===== src/rtl/float_align_unit_if.sv =====
// Operand/result handshake bundle for the FP adder alignment stage.
// Latency: n/a (wiring only); out_sticky exists only with ALIGN_STICKY_EN.
// Backpressure: in_valid/in_ready upstream, out_valid/out_ready downstream.
interface float_align_if;
  logic        in_valid;
  logic        in_ready;
  logic [31:0] in_a;
  logic [31:0] in_b;
  logic        out_valid;
  logic        out_ready;
  logic [7:0]  out_exp;
  logic [23:0] out_mant_big;
  logic [23:0] out_mant_small;
  logic        out_sign_big;
  logic        out_sign_small;
  logic        out_swapped;
`ifdef ALIGN_STICKY_EN
  logic        out_sticky;
`endif

  // Environment side: supplies operands and consumes results.
  modport master (
    output in_valid, in_a, in_b, out_ready,
    input  in_ready, out_valid, out_exp, out_mant_big, out_mant_small,
           out_sign_big, out_sign_small, out_swapped
`ifdef ALIGN_STICKY_EN
    , input out_sticky
`endif
  );

  // Alignment unit side.
  modport slave (
    input  in_valid, in_a, in_b, out_ready,
    output in_ready, out_valid, out_exp, out_mant_big, out_mant_small,
           out_sign_big, out_sign_small, out_swapped
`ifdef ALIGN_STICKY_EN
    , output out_sticky
`endif
  );
endinterface


===== src/rtl/float_align_unit.sv =====
// Pre-normalization for the SP FP adder: unpack, order by magnitude, right-align small mantissa.
// Latency: 1 cycle for d==0 or d>=MAX_SHIFT, else 1+ceil(d/SHIFT_STEP); one op in flight.
// Backpressure: in_ready only in IDLE; result held in DONE until out_ready. Optional: ALIGN_STICKY_EN.
module float_align_unit #(
  parameter int SHIFT_STEP = 1,   // legal: 1, 2, 4, 8
  parameter int MAX_SHIFT  = 25
) (
  input logic         clk,
  input logic         rst_n,
  float_align_if.slave io
);

  typedef enum logic [1:0] {IDLE, ALIGN, DONE} state_t;

  localparam logic [7:0] STEP_W = 8'(SHIFT_STEP);
  localparam logic [7:0] MAX_W  = 8'(MAX_SHIFT);

  state_t state, state_nxt;

  // Unpacked operands. A zero exponent field is a denormal and behaves as
  // exponent 1 without the hidden bit, so ordering and shift distance both
  // use the effective exponent; that same effective value is what goes out
  // as the common exponent.
  logic [7:0]  exp_a, exp_b;
  logic [23:0] mant_a, mant_b;
  logic        a_big;
  logic [7:0]  in_exp_big, in_exp_small, diff;
  logic [23:0] in_mant_big, in_mant_small;
  logic        in_sign_big, in_sign_small;
  logic        flush;

  assign exp_a  = (io.in_a[30:23] == 8'd0) ? 8'd1 : io.in_a[30:23];
  assign exp_b  = (io.in_b[30:23] == 8'd0) ? 8'd1 : io.in_b[30:23];
  assign mant_a = {(io.in_a[30:23] != 8'd0), io.in_a[22:0]};
  assign mant_b = {(io.in_b[30:23] != 8'd0), io.in_b[22:0]};

  // Ties (equal magnitude) keep A as the big operand.
  assign a_big = (exp_a > exp_b) || ((exp_a == exp_b) && (mant_a >= mant_b));

  assign in_exp_big    = a_big ? exp_a : exp_b;
  assign in_exp_small  = a_big ? exp_b : exp_a;
  assign in_mant_big   = a_big ? mant_a : mant_b;
  assign in_mant_small = a_big ? mant_b : mant_a;
  assign in_sign_big   = a_big ? io.in_a[31] : io.in_b[31];
  assign in_sign_small = a_big ? io.in_b[31] : io.in_a[31];
  assign diff          = in_exp_big - in_exp_small;
  assign flush         = (diff >= MAX_W);

  // Working registers for the operation in flight.
  logic [7:0]  exp_r;
  logic [23:0] big_r, small_r;
  logic        sign_big_r, sign_small_r, swapped_r;
  logic [7:0]  cnt_r;

  // One iteration of the shifter: move by at most SHIFT_STEP bits.
  logic [7:0]  step;
  logic [23:0] shifted;
  logic [7:0]  cnt_dec;

  assign step    = (cnt_r < STEP_W) ? cnt_r : STEP_W;
  assign shifted = small_r >> step;
  assign cnt_dec = cnt_r - step;

`ifdef ALIGN_STICKY_EN
  logic        sticky_r;
  logic [23:0] lost;
  // Bits that fall off the right edge this iteration.
  assign lost = small_r & ((24'd1 << step) - 24'd1);
`endif

  logic accept;
  logic enter_done;

  // State register.
  always_ff @(posedge clk or negedge rst_n) begin
    if (!rst_n) state <= IDLE;
    else        state <= state_nxt;
  end

  // Next-state and accept decode. A result leaving DONE always returns to
  // IDLE first, so a pending operand waits one bubble cycle.
  always_comb begin
    state_nxt = state;
    accept    = 1'b0;
    case (state)
      IDLE: begin
        if (io.in_valid) begin
          accept = 1'b1;
          if (diff == 8'd0 || flush) state_nxt = DONE;
          else                       state_nxt = ALIGN;
        end
      end
      ALIGN: begin
        if (cnt_dec == 8'd0) state_nxt = DONE;
      end
      DONE: begin
        if (io.out_ready) state_nxt = IDLE;
      end
      default: state_nxt = IDLE;
    endcase
  end

  assign enter_done  = (state_nxt == DONE) && (state != DONE);
  assign io.in_ready  = (state == IDLE);
  assign io.out_valid = (state == DONE);

  // Capture operands on accept, then shift the small mantissa each ALIGN cycle.
  always_ff @(posedge clk or negedge rst_n) begin
    if (!rst_n) begin
      exp_r        <= '0;
      big_r        <= '0;
      small_r      <= '0;
      sign_big_r   <= 1'b0;
      sign_small_r <= 1'b0;
      swapped_r    <= 1'b0;
      cnt_r        <= '0;
`ifdef ALIGN_STICKY_EN
      sticky_r     <= 1'b0;
`endif
    end else if (accept) begin
      exp_r        <= in_exp_big;
      big_r        <= in_mant_big;
      small_r      <= in_mant_small;
      sign_big_r   <= in_sign_big;
      sign_small_r <= in_sign_small;
      swapped_r    <= !a_big;
      cnt_r        <= diff;
`ifdef ALIGN_STICKY_EN
      sticky_r     <= 1'b0;
`endif
    end else if (state == ALIGN) begin
      small_r      <= shifted;
      cnt_r        <= cnt_dec;
`ifdef ALIGN_STICKY_EN
      sticky_r     <= sticky_r | (|lost);
`endif
    end
  end

  // Result registers load only on entry to DONE: straight from the unpacked
  // operands for the single-cycle cases, otherwise from the last shift.
  always_ff @(posedge clk or negedge rst_n) begin
    if (!rst_n) begin
      io.out_exp        <= '0;
      io.out_mant_big   <= '0;
      io.out_mant_small <= '0;
      io.out_sign_big   <= 1'b0;
      io.out_sign_small <= 1'b0;
      io.out_swapped    <= 1'b0;
`ifdef ALIGN_STICKY_EN
      io.out_sticky     <= 1'b0;
`endif
    end else if (enter_done) begin
      if (state == IDLE) begin
        io.out_exp        <= in_exp_big;
        io.out_mant_big   <= in_mant_big;
        io.out_mant_small <= flush ? 24'd0 : in_mant_small;
        io.out_sign_big   <= in_sign_big;
        io.out_sign_small <= in_sign_small;
        io.out_swapped    <= !a_big;
`ifdef ALIGN_STICKY_EN
        io.out_sticky     <= flush & (|in_mant_small);
`endif
      end else begin
        io.out_exp        <= exp_r;
        io.out_mant_big   <= big_r;
        io.out_mant_small <= shifted;
        io.out_sign_big   <= sign_big_r;
        io.out_sign_small <= sign_small_r;
        io.out_swapped    <= swapped_r;
`ifdef ALIGN_STICKY_EN
        io.out_sticky     <= sticky_r | (|lost);
`endif
      end
    end
  end

endmodule


===== src/flat_wrapper.sv =====
// flat-port wrapper written by rule: the top's interface ports become plain ports
module float_align_unit_flat 
#(
  parameter int SHIFT_STEP = 1,                       
  parameter int MAX_SHIFT  = 25
)
  (clk, rst_n, io_in_valid, io_in_a, io_in_b, io_out_ready, io_in_ready, io_out_valid, io_out_exp, io_out_mant_big, io_out_mant_small, io_out_sign_big, io_out_sign_small, io_out_swapped);
  float_align_if io_i ();
  input logic clk;
  input logic rst_n;
  input wire logic [$bits(io_i.in_valid)-1:0] io_in_valid;
  input wire logic [$bits(io_i.in_a)-1:0] io_in_a;
  input wire logic [$bits(io_i.in_b)-1:0] io_in_b;
  input wire logic [$bits(io_i.out_ready)-1:0] io_out_ready;
  output wire logic [$bits(io_i.in_ready)-1:0] io_in_ready;
  output wire logic [$bits(io_i.out_valid)-1:0] io_out_valid;
  output wire logic [$bits(io_i.out_exp)-1:0] io_out_exp;
  output wire logic [$bits(io_i.out_mant_big)-1:0] io_out_mant_big;
  output wire logic [$bits(io_i.out_mant_small)-1:0] io_out_mant_small;
  output wire logic [$bits(io_i.out_sign_big)-1:0] io_out_sign_big;
  output wire logic [$bits(io_i.out_sign_small)-1:0] io_out_sign_small;
  output wire logic [$bits(io_i.out_swapped)-1:0] io_out_swapped;
  assign io_i.in_valid = io_in_valid;
  assign io_i.in_a = io_in_a;
  assign io_i.in_b = io_in_b;
  assign io_i.out_ready = io_out_ready;
  assign io_in_ready = io_i.in_ready;
  assign io_out_valid = io_i.out_valid;
  assign io_out_exp = io_i.out_exp;
  assign io_out_mant_big = io_i.out_mant_big;
  assign io_out_mant_small = io_i.out_mant_small;
  assign io_out_sign_big = io_i.out_sign_big;
  assign io_out_sign_small = io_i.out_sign_small;
  assign io_out_swapped = io_i.out_swapped;
  float_align_unit #(.SHIFT_STEP(SHIFT_STEP), .MAX_SHIFT(MAX_SHIFT)) u_core (.clk(clk), .rst_n(rst_n), .io(io_i));
endmodule

===== config.mk =====
export PLATFORM = sky130hd
export DESIGN_NAME = float_align_unit_flat
export DESIGN_NICKNAME = d
export VERILOG_FILES = /design/src/rtl/float_align_unit_if.sv /design/src/rtl/float_align_unit.sv /design/src/flat_wrapper.sv
export SDC_FILE = /design/constraint.sdc
export NUM_CORES = 1
export LEC_CHECK = 0
export BUFFER_PORTS_ARGS = -buffer_cell sky130_fd_sc_hd__buf_4
export CORE_MARGIN = 5
export CORE_UTILIZATION = 35
export CTS_BUF_LIST = sky130_fd_sc_hd__clkbuf_8 sky130_fd_sc_hd__clkbuf_16
export DETAILED_ROUTE_END_ITERATION = 8
export SLEW_MARGIN = 20
export SYNTH_ARGS = -nofsm -noshare
export SYNTH_HDL_FRONTEND = slang
export SYNTH_SLANG_ARGS = --single-unit

===== constraint.sdc =====
create_clock -name clk -period 4.06 [get_ports clk]
set_input_delay 0.406 -clock clk [delete_from_list [all_inputs] [get_ports clk]]
set_output_delay 0.406 -clock clk [all_outputs]
set_load 0.02 [all_outputs]

==> run metrics, run 1 <==
outcome complete, but fails checks; failing checks negative setup slack; critical path launch point type input pin; Net Switching 2.81 mW; global route overflow 0; Comb power frac 46.1%; clock latency on the worst-skew pair 0.42 ns; Top FF cell, synth dfrtp_1; clock slew at reported path FFs 0.06 ns; RD Place Congestion 0.886; hpwl dp 16.8 mm; Starting Density 35.5%; DIE WIDTH 159 um; crit path cell chain buf_6 > or4_4 > nor2_4 > or2_4 > ha_4 > and3b_1 > nand4bb_1 > a211oi_2 > o211ai_4 > a211oi_2 > a31o_4 > inv_2 > ha_4 > a41oi_2 > o31ai_2 > xor2_1 > or3_4 > a31oi_4 > nor2b_4 > a31oi_4 > buf_12 > buf_12 > clkbuf_16 > mux2_4; WP depth 24; I/O pin cnt 129; Routed wire per std cell 17.7 um; placed insts 1283; TritonCTS buffer count 17; clk_skew 0.00596 ns; top-count cell post-synth dfrtp_1; Max IR drop VDD 0.000299 V; CP bufs+invs 5; CTS Hold Bufs 0; sequential share of power 31.3%; Fin. Hold Viols 0; net count after synthesis 918; period utilization 109%; port bufs 128; global-route wire length before repair 37.7 mm; Total Negative Setup Slacks -19.55 ns; via count 7044; final-report max-slew violation count 0; Worst Hold Class in -> async; Post-synth top cells dfrtp_1, o21ai_0, nor2_1, a21oi_1, nand2_1; final worst-path setup slack -0.377 ns; maxcap violations 0; Yosys top cell by area dfrtp_1; CTS tree built; Synth async-reset ratio 100%; number of global-route vias before repair 7048; clock group share of total power 22.6%; Post-synth EDFFs 0; initial antenna violation count 1; fmax 225 MHz; root buffer cell clkbuf_16; WP data arrival 4.74 ns; Core Area 21800 sq um; sequential fraction of the synthesis area 41.3%; cell leakage power 5.08 nW; total internal power 4.70 mW; First-pass DRT Iterations 5; Power Dens Cells 683 nW/um^2; via-per-instance ratio 5.26; Setup CP Type in -> reg; share of layout cells above drive strength 1 38.3%; CP max FO 6; Cell Rows 54; min Tclk post-route 4.44 ns; die area 25200 sq um; switching power share of the total 37.4%; post-synth cell types 60; Worst path slowest cell or4_4; endpoints failing setup 60; Post-layout nets 1146; largest net degree at the start of global routing 84; Tightest Pin Transition 0.836 ns; Detailed Route WL 23.6 mm; CP delay by family, top simple AND/OR/NAND/NOR gates; synth warn 0; Syn-to-layout area delta 41.8%; Residual DRC 0; Syn Std Cell Area 7750 sq um; clk buf depth 2; ranking of synthesized cells by area dfrtp_1, mux2_1, ha_1; CTS H-tree depth 4; Worst path max stage delay 0.53 ns; RSZ-0062 raised after global routing true; post-route insts no fill 1338; Max transition margin 44.3%; Clock Sinks 128; total global routing track utilization 18.3%; Die Y 159 um; share of the synthesized area in the top cell type 41.3%; Avg Inst Size Synth 9.49 sq um; Final ANT Viol Nets 0; reg2reg path depth 14; CP required 4.36 ns; Starting DRT DRC Count 440; Mapped Cells 816; flops & latches, synth 128; crit end category register
[through the flow]
| stage | utilization, % | cell area (sq um) | setup slack, ns | total power [mW] | hold slack, ns |
|---|---|---|---|---|---|
| 2_1_floorplan | - | 7930 | -0.426 | 4.30 | 0.110 |
| 3_3_place_gp | 45.4 | 9920 | -0.685 | 5.43 | 0.458 |
| 3_5_place_dp | 45.4 | 9920 | -0.849 | 5.50 | 0.465 |
| 4_1_cts | 49.4 | 10800 | -0.311 | 7.41 | 0.0985 |
| 5_1_grt | 50.3 | 11000 | -0.498 | 7.98 | 0.120 |
| 6_report | 50.3 | 11000 | -0.377 | 7.51 | 0.0705 |
[layout by cell type (no fill, tap or decap), types with 6 or more instances in the layout]
cell type and n:
nor2_1 70, ha_1 31, clkbuf_16 18, o22ai_1 28
mux2_4 38, buf_12 8, inv_1 41, a21oi_1 71
inv_6 6, mux2i_1 29, a22oi_1 27, o21ai_0 77
nand2_1 62, mux2_2 32, buf_4 252, mux2_1 21
dfrtp_1 127, nand4_1 8
[registers in the layout, summed over array words and instances (netlist names)]
signal,count
u_core.io.out_mant_big,24
u_core.sign_big_r,1
u_core.io.out_sign_big,1
u_core.exp_r,8
u_core.state,2
u_core.big_r,24
u_core.io.out_sign_small,1
u_core.small_r,24
u_core.swapped_r,1
u_core.sign_small_r,1
u_core.io.out_swapped,1
u_core.io.out_exp,8
u_core.cnt_r,8
u_core.io.out_mant_small,24
[final timing paths]
path                       slack (ns)              from                      endpoint
max                             -0.38       io_in_b[24]  u_core.io.out_mant_small[14]
min                              0.07             rst_n            u_core.small_r[10]
max reg2reg                      0.81   u_core.cnt_r[2]  u_core.io.out_mant_small[14]
min reg2reg                      0.48  u_core.swapped_r              u_core.swapped_r
max in group asynchronous        3.11             rst_n               u_core.exp_r[6]
min in group clk                 0.29      io_out_ready               u_core.state[1]
[layout make-up]
cell class / count / area [sq um]
Sequential cell: 128 / 3200
Timing Repair Buffer: 268 / 2200
Clock inverter: 15 / 220
Clock buffer: 17 / 425
Inverter: 42 / 158
Multi-Input combinational cell: 587 / 4420
Fill cell: 1969 / 10800
Tap cell: 280 / 350
Antenna cell: 1 / 2.50
[logic make-up after synthesis]
group	Yosys count	synth area share [%]
buffers and inverters	101	5.65
DFF	128	41.3
and+or+nand+nor	180	10.4
adders and majority gates	34	5.49
xor gates and xnor gates	7	0.888
muxes	120	17.0
AOI/OAI and AO/OA	246	19.3
[per-layer routing]
| metal | up-vias | share of wire, % | track usage [%] |
|---|---|---|---|
| met5 | - | 0 | 0 |
| li1 | 3406 | - | - |
| met1 | 3422 | 48 | 25.9 |
| met2 | 176 | 45 | 27.7 |
| met3 | 40 | 4.4 | 3.45 |
| met4 | 0 | 2.6 | 7.08 |
[worst register-to-register path, cell delays in order (launching register included)]
cell and delay [ns]:
dfrtp_1 0.41, or3_1 0.39, nor3_1 0.29, nand2_1 0.20, nand2_1 0.14, or3_1 0.16
xnor2_1 0.13, nand4_1 0.15, nor2_1 0.24, nor2_2 0.08, a31oi_4 0.21, buf_12 0.16
buf_12 0.12, clkbuf_16 0.15, mux2_4 0.29
[power groups by stage]
stage	Clock (mW)	Combinational, mW	Sequential (mW)
global placement	0	3.10	2.33
detailed placement	0	3.16	2.34
global route	1.79	3.76	2.43
CTS	1.73	3.35	2.34
finish	1.69	3.46	2.35
floorplan	0	1.74	2.56
[what timing repair did]
action                     4_1_cts  5_1_grt
resized for setup               22       14
pin swaps                        2        2
gates cloned                     2        1
setup endpoints to repair       60       62
setup buffers                    9       10
No activity file was read; power rests on OpenSTA's default activity.
==> run 2, diff against run 1 <==
Settings changed: PLACE_DENSITY set to 0.54.
==> run 2 against run 1 <==
  * Sequential power is essentially flat
  * The flow still finishes with violations (negative setup slack)
  * Clock skew grew 0.0059 ns
  * Total power shrank 1.6%
  * Register-to-register slack gained 0.04 ns
  * Critical endpoint is now u_core.io.out_mant_big[19]
  * Fmax is 0.99% higher
  * First-iteration DRC count is 20% lower
==> run metrics, run 2 (synthesis results as in run 1) <==
Tightest Pin Transition 0.816 ns; Starting Density 35.5%; CP delay by family, top compound AO/OA/AOI/OAI gates; Final ANT Viol Nets 0; global route overflow 0; Worst Hold Class in -> async; Residual DRC 0; CTS H-tree depth 4; TritonCTS buffer count 17; total global routing track utilization 18.0%; port bufs 128; share of layout cells above drive strength 1 37.8%; Max transition margin 45.6%; failing checks negative setup slack; n_diodes 0; via count 6811; WP depth 22; RD Place Congestion 0.866; Starting DRT DRC Count 351; most common cell after layout, fill and taps aside buf_4; global-route wire length before repair 37.1 mm; RSZ-0062 raised after global routing true; final worst-path setup slack -0.334 ns; I/O pin cnt 129; Worst path max stage delay 0.54 ns; hpwl dp 16.8 mm; reg2reg path depth 13; Routed wire per std cell 17.7 um; outcome complete, but fails checks; Clock Sinks 128; die area 25200 sq um; CP max FO 12; Syn-to-layout area delta 40.1%; min Tclk post-route 4.39 ns; fmax 228 MHz; First-pass DRT Iterations 5; Post-layout nets 1139; Core Area 21800 sq um; crit path cell chain buf_6 > or4_4 > nor2_4 > ha_1 > nand4_1 > nor3_2 > a211oi_2 > o211ai_4 > a211oi_2 > a31o_4 > inv_2 > ha_4 > a41oi_2 > o31ai_2 > a31o_2 > xor2_4 > a31oi_4 > nor2b_4 > a31oi_4 > buf_6 > buf_12 > mux2_1; DIE WIDTH 159 um; Worst path slowest cell or4_4; endpoints failing setup 60; maxcap violations 0; clock slew at reported path FFs 0.06 ns; Max IR drop VDD 0.000333 V; Design Area, Final 10900 sq um; root buffer cell clkbuf_16; Cell Rows 54; clock latency on the worst-skew pair 0.42 ns; Die Y 159 um; CTS tree built; via-per-instance ratio 5.13; Fin. Hold Viols 0; critical path launch point type input pin; final-report max-slew violation count 0; initial antenna violation count 0; Detailed Route WL 23.5 mm; commonest non-fill, non-tap cells in the layout buf_4, dfrtp_1, o21ai_0; number of global-route vias before repair 6833; CP required 4.35 ns; CP bufs+invs 4; WP data arrival 4.68 ns; Power Dens Cells 681 nW/um^2; cell leakage power 5.04 nW; period utilization 108%; clk buf depth 2; hold_ws 0.0230 ns; largest net degree at the start of global routing 85; Setup CP Type in -> reg; clk_skew 0.0119 ns; placed cell area 9900 sq um; crit end category register
## run 2: cell count changes in the layout (fill, tap and decap cells not counted), sizes merged
cell	before	now
buf	267	259
inv	50	46
clkbuf	18	20
clkinv	2	3
diode	1	0
## run 2: per-layer routing
| layer | GRT usage (%) | part of all wire, % | vias to the layer above |
|---|---|---|---|
| met5 | 0 | 0 | - |
| met4 | 5.36 | 1.9 | 0 |
| met3 | 2.88 | 3.5 | 27 |
| met2 | 28.1 | 46 | 122 |
| met1 | 25.8 | 48 | 3273 |
| li1 | - | - | 3389 |
## run 2: worst reg2reg max path: stages (launching register included)
cell,delay (ns)
dfrtp_1,0.41
or3_1,0.40
nor3_1,0.26
nand2_1,0.21
nand2_1,0.14
or3_1,0.17
xnor2_1,0.14
nand4_1,0.14
nor2_1,0.22
a21oi_1,0.10
a31oi_4,0.21
buf_6,0.18
buf_12,0.17
mux2_1,0.34
## run 2: what timing repair did
item | 4_1_cts | 5_1_grt
endpoints found under the setup margin | 60 | 61
hold buffers | 0 | 0
buffers inserted | 8 | 5
gates resized for setup | 9 | 25
gates cloned | 1 | 2
## run 2: final timing paths
path	start	end	slack [ns]
min	rst_n	u_core.io.out_exp[5]	0.02
min in group clk	io_out_ready	u_core.state[1]	0.28
max in group asynchronous	rst_n	u_core.big_r[11]	3.14
max reg2reg	u_core.cnt_r[2]	u_core.io.out_mant_big[19]	0.85
max	io_in_b[24]	u_core.io.out_mant_big[19]	-0.33
min reg2reg	u_core.exp_r[0]	u_core.exp_r[0]	0.48
## run 2: cell type report
cell class	count	area, sq um
Tap cell	280	350
Inverter	42	158
Fill cell	2065	11000
Timing Repair Buffer	261	2090
Clock buffer	18	439
Multi-Input combinational cell	587	4430
Sequential cell	128	3200
Clock inverter	12	181
## run 2: through the flow
stage	instances	TNS (ns)	power (mW)	utilization (%)	setup slack (ns)
floorplan	816	-25.11	4.30	-	-0.426
detailed placement	1282	-43.44	5.49	45.4	-0.746
global placement	1282	-39.13	5.43	45.4	-0.682
CTS	1321	-13.26	7.25	48.9	-0.251
global route	1328	-27.27	7.85	49.8	-0.486
finish	1328	-17.66	7.39	49.8	-0.334
## run 2: power breakdown
group	internal [mW]	total, mW	switching (mW)	leakage, nW
registers	1.90	2.33	0.434	1.58
clock network	1.04	1.65	0.607	0.303
logic	1.70	3.41	1.71	3.16
total	4.64	7.39	2.75	5.04
